### src/rtl/engckmon.sv
// Receive-side monitor for the four-phase engine clock generator.
// Registers the rotating phase enables, acquires lock after a run of correct
// rotations, tracks the active phase, checks frame alignment, and keeps
// rotation-fault and frame-mismatch status for readout.
module engckmon #(
  parameter int unsigned LOCK_CNT = 8,
  parameter int unsigned ERR_W    = 8
) (
  input  logic             engclk,
  input  logic             rstb,
  input  logic [3:0]       phase_en,
  input  logic [1:0]       sync,
  input  logic             frm,
  input  logic             clr_err,
  output logic             locked,
  output logic [1:0]       phase,
  output logic             err_pulse,
  output logic [ERR_W-1:0] err_cnt,
  output logic             err_sticky,
  output logic             sync_ok,
  output logic             sync_err
);

  typedef enum logic [1:0] {
    S_IDLE,
    S_ACQ,
    S_LOCKED
  } state_t;

  localparam logic [7:0]       LOCK_N  = 8'(LOCK_CNT);
  localparam logic [ERR_W-1:0] ERR_MAX = '1;
  localparam logic [ERR_W-1:0] ERR_ONE = ERR_W'(1);

  state_t     state, nstate;
  logic [7:0] gcnt, gcnt_n, gnext;
  logic [3:0] phase_q, phase_qd;
  logic       onehot, good, fault, match, mism;
  logic [1:0] enc;

  // Rotation scoring and next-state selection from the two registered samples
  always_comb begin
    onehot = $onehot(phase_q);
    good   = onehot && (phase_q == {phase_qd[2:0], phase_qd[3]});
    gnext  = gcnt + 8'd1;
    nstate = state;
    gcnt_n = gcnt;
    fault  = 1'b0;
    unique case (phase_q)
      4'b0010: enc = 2'd1;
      4'b0100: enc = 2'd2;
      4'b1000: enc = 2'd3;
      default: enc = 2'd0;
    endcase
    case (state)
      S_IDLE: begin
        if (onehot) begin
          nstate = S_ACQ;
          gcnt_n = '0;
        end
      end
      S_ACQ: begin
        if (good) begin
          gcnt_n = gnext;
          if (gnext == LOCK_N) nstate = S_LOCKED;
        end else if (onehot) begin
          gcnt_n = '0;
        end else begin
          nstate = S_IDLE;
          gcnt_n = '0;
        end
      end
      S_LOCKED: begin
        if (!good) begin
          fault  = 1'b1;
          gcnt_n = '0;
          nstate = onehot ? S_ACQ : S_IDLE;
        end
      end
      default: begin
        nstate = S_IDLE;
        gcnt_n = '0;
      end
    endcase
    match = (enc == sync);
    mism  = frm && (state == S_LOCKED) && !match;
  end

  // Input stage, lock FSM and all registered status outputs
  always_ff @(posedge engclk or negedge rstb) begin
    if (!rstb) begin
      phase_q    <= '0;
      phase_qd   <= '0;
      state      <= S_IDLE;
      gcnt       <= '0;
      locked     <= 1'b0;
      phase      <= '0;
      err_pulse  <= 1'b0;
      err_cnt    <= '0;
      err_sticky <= 1'b0;
      sync_ok    <= 1'b0;
      sync_err   <= 1'b0;
    end else begin
      phase_q   <= phase_en;
      phase_qd  <= phase_q;
      state     <= nstate;
      gcnt      <= gcnt_n;
      locked    <= (nstate == S_LOCKED);
      phase     <= (nstate == S_LOCKED) ? enc : '0;
      err_pulse <= fault;

      // a fault coinciding with a clear leaves exactly that one fault recorded
      if (fault) begin
        if (clr_err)                err_cnt <= ERR_ONE;
        else if (err_cnt != ERR_MAX) err_cnt <= err_cnt + ERR_ONE;
        err_sticky <= 1'b1;
      end else if (clr_err) begin
        err_cnt    <= '0;
        err_sticky <= 1'b0;
      end

      if (mism)         sync_err <= 1'b1;
      else if (clr_err) sync_err <= 1'b0;

      // leaving lock discards the last frame verdict before any new frame
      if ((state == S_LOCKED) && (nstate != S_LOCKED)) sync_ok <= 1'b0;
      else if (frm) sync_ok <= (state == S_LOCKED) && match;
    end
  end

endmodule
### config.mk
export PLATFORM = sky130hd
export DESIGN_NAME = engckmon
export DESIGN_NICKNAME = d
export VERILOG_FILES = /design/src/rtl/engckmon.sv
export SDC_FILE = /design/constraint.sdc
export NUM_CORES = 1
export LEC_CHECK = 0
export ABC_AREA = 1
export BUFFER_PORTS_ARGS = -buffer_cell sky130_fd_sc_hd__buf_2
export CAP_MARGIN = 25
export CORE_MARGIN = 3
export CORE_UTILIZATION = 57
export DETAILED_ROUTE_END_ITERATION = 10
export GPL_TIMING_DRIVEN = 0
export PLACE_DENSITY = 0.8
export SYNTH_ARGS = -nofsm -noshare
export SYNTH_HDL_FRONTEND = slang
export SYNTH_SLANG_ARGS = --single-unit
### constraint.sdc
create_clock -name engclk -period 7.1 [get_ports engclk]
set_input_delay 2.13 -clock engclk [delete_from_list [all_inputs] [get_ports engclk]]
set_output_delay 2.13 -clock engclk [all_outputs]
set_load 0.005 [all_outputs]
==> results.ini <==
[timing]
slew_viol_final=0
setup_violations=0
fin_crit_ns=3.08
period_share=0.434
tns_ns=0
whs_ns=0.430
clock_skew_ns=0.00451
fmax_mhz=324
relSlewSlack=0.521
rsz0062_at_grt=false
tightestPinTransition_ns=0.719
final_hold_viol_count=0

[clock_network]
numCtsBuffers=5
ctsResizeCount=0
clock_sinks=33
postCtsHoldBufs=0
cts_tree=built
worstSkewPairLatency_ns=0.34
clk_pin_slew_ns=0.10
clock_tree.root_cell=clkbuf_4
cts_buffer_depth=2
post_cts_buffers=0
htreeDepth=2

[worst_setup_path]
reg2reg_from=phase_q[0]$_DFF_PN0_
cp_top_family=flip-flops
critPathMaxStageDelay_ns=0.46
path_buf_inv=1
cp_slowest_cell=dfrtp_1
crit_start=err_cnt[2]$_DFFE_PN0P_
cp.arrival_ns=0.95
reg2reg_depth=15
cp_data_required_time_ns=4.97
critPathLaunchType=register
r2r_setup_slack_ns=4.45
cp_cell_sequence=buf_2
endpoint_kind=output port
crit_fanout=6
worstSetupPathType=register to output port
r2r-end=err_cnt[3]$_DFFE_PN0P_

[logic_synthesis]
synthTopCellsByArea=dfrtp_1 46%, nand2_1 12%, nand3_1 7.0%
muxShareOfSynthArea=0
synth_area_sq_um=1790
async_reset_ff_frac=1.00
ys_ff_latch=33
synth_top_family_by_area=simple AND/OR/NAND/NOR gates
yosysTopAreaCell=dfrtp_1
ys_types=30
synthXorXnorAreaFrac=0.0244
synth_compound_area_frac=0.0677
synth_edf_count=0
ys_seq_area_frac=0.461
yosys.area_share.adder=0.0531
syn-num-nets=234
synth_top_area_frac=0.461
synth_area_per_cell_sq_um=8.26
synth.most_common_cell=nand2_1
synth_ff_type=dfrtp_1
yosysWarnings=0
synthSimpleGateAreaFrac=0.326
synth_commonest_cells=59 x nand2_1, 33 x dfrtp_1, 27 x inv_1
syn-instance-count=217

[drt]
wirelength_mm=3.39
drtIter0Drc=86
num_vias=1498
viasPerCell=5.15
antenna_left=0
first_pass_iters=4
wl_per_cell_um=11.7
drc=0

[floorplan]
die_area_sq_um=3850
rows=19
io_pins=25
die_w_um=62.1
dieHeight_um=62.1
initial_core_util=0.623
coreArea_sq_um=2880

[global_route]
grt_use_total=0.204
grt-ovfl-total=0
grt_pass1_vias=1296
grt_max_degree=34
antenna_found_initial=0
grt_pass1_wl_mm=5.59

[layout]
drive_above_1_share=0.205
fin_nets=265
diodes=0
synthToLayoutAreaGrowth_pct=14.6

[pwr]
p_per_area_nw_per_um2=191
p_leak_nw=1.07
ir_worst_vdd_uv=157

[worst_hold_path]
worstHoldPathType=register to register
min_to=phase_qd[0]$_DFF_PN0_
hp-start=phase_q[0]$_DFF_PN0_
min_path_cells=0

[placed_design]
portBuffers=24
place_congestion=0.843
post-dp-hpwl_mm=2.45

[status]
status=completed

[job]
maxCapViolCount=0

==> layout by cell type (no fill, tap or decap), types with 5 or more instances in the layout <==
master	Yosys	routed
clkbuf_4	0	5
ha_1	6	6
buf_2	0	24
dfrtp_1	33	33
nand3_1	25	25
nor2_1	18	18
nand2_1	59	59
o21ai_0	8	8
inv_1	27	27
==> cells by family (layout without fill, tap and decap cells) <==
group | after synthesis | count (layout)
AOI/OAI and AO/OA | 19 | 19
adders and majority gates | 7 | 7
xor gates and xnor gates | 5 | 5
and+or+nand+nor | 122 | 122
buffers and inverters | 31 | 63
DFF | 33 | 33
==> flip-flops by register name (all words and copies together) (netlist names) <==
register and cells:
sync_ok 1, gcnt 8, locked 1, err_sticky 1, state 2, phase 2
err_pulse 1, phase_q 4, sync_err 1, err_cnt 8, phase_qd 4
==> layout make-up <==
type	instances	area, sq um
buffer	1	3.75
clock buffer	6	51.3
clock inverter	2	37.5
fill	239	823
inverter	30	118
multi-input combinational	153	845
sequential	33	826
tap	42	52.6
timing repair buffer	24	120
==> how the worst max path moves through the flow <==
stage | end | slack (ns) | cells after the start
3_3_place_gp | err_cnt[0]$_DFFE_PN0P_ | 3.98 | 6
3_5_place_dp | err_cnt[0]$_DFFE_PN0P_ | 3.97 | 6
5_1_grt | err_cnt[2] | 3.98 | 1
6_report | err_cnt[2] | 4.02 | 1
4_1_cts | err_cnt[2] | 4.00 | 1
2_1_floorplan | err_cnt[0]$_DFFE_PN0P_ | 4.27 | 5
==> power by group <==
| part | total, mW | switching [mW] | internal, mW |
|---|---|---|---|
| Combinational | 0.0436 | 0.0303 | 0.0134 |
| Clock | 0.151 | 0.0673 | 0.0836 |
| Sequential | 0.197 | 0.00486 | 0.192 |
==> layer usage <==
metal | share of wire | vias to the layer above | GRT usage
met1 | 0.48 | 693 | 0.280
li1 | - | 756 | -
met4 | 0.027 | 0 | 0.121
met5 | 0 | - | 0
met2 | 0.45 | 40 | 0.291
met3 | 0.049 | 9 | 0.0475
==> metrics by stage <==
stage | worst slack [ns] | util | instances | instance area (sq um) | power, mW
after floorplan | 4.27 | - | 217 | 1790 | 0.230
after CTS | 4.00 | 0.714 | 291 | 2050 | 0.397
after global placement | 3.98 | 0.683 | 283 | 1960 | 0.243
after detailed placement | 3.97 | 0.683 | 283 | 1960 | 0.244
after global routing | 3.98 | 0.714 | 291 | 2050 | 0.410
final | 4.02 | 0.714 | 291 | 2050 | 0.392
Note: power is estimated with default switching activity, not from simulation.
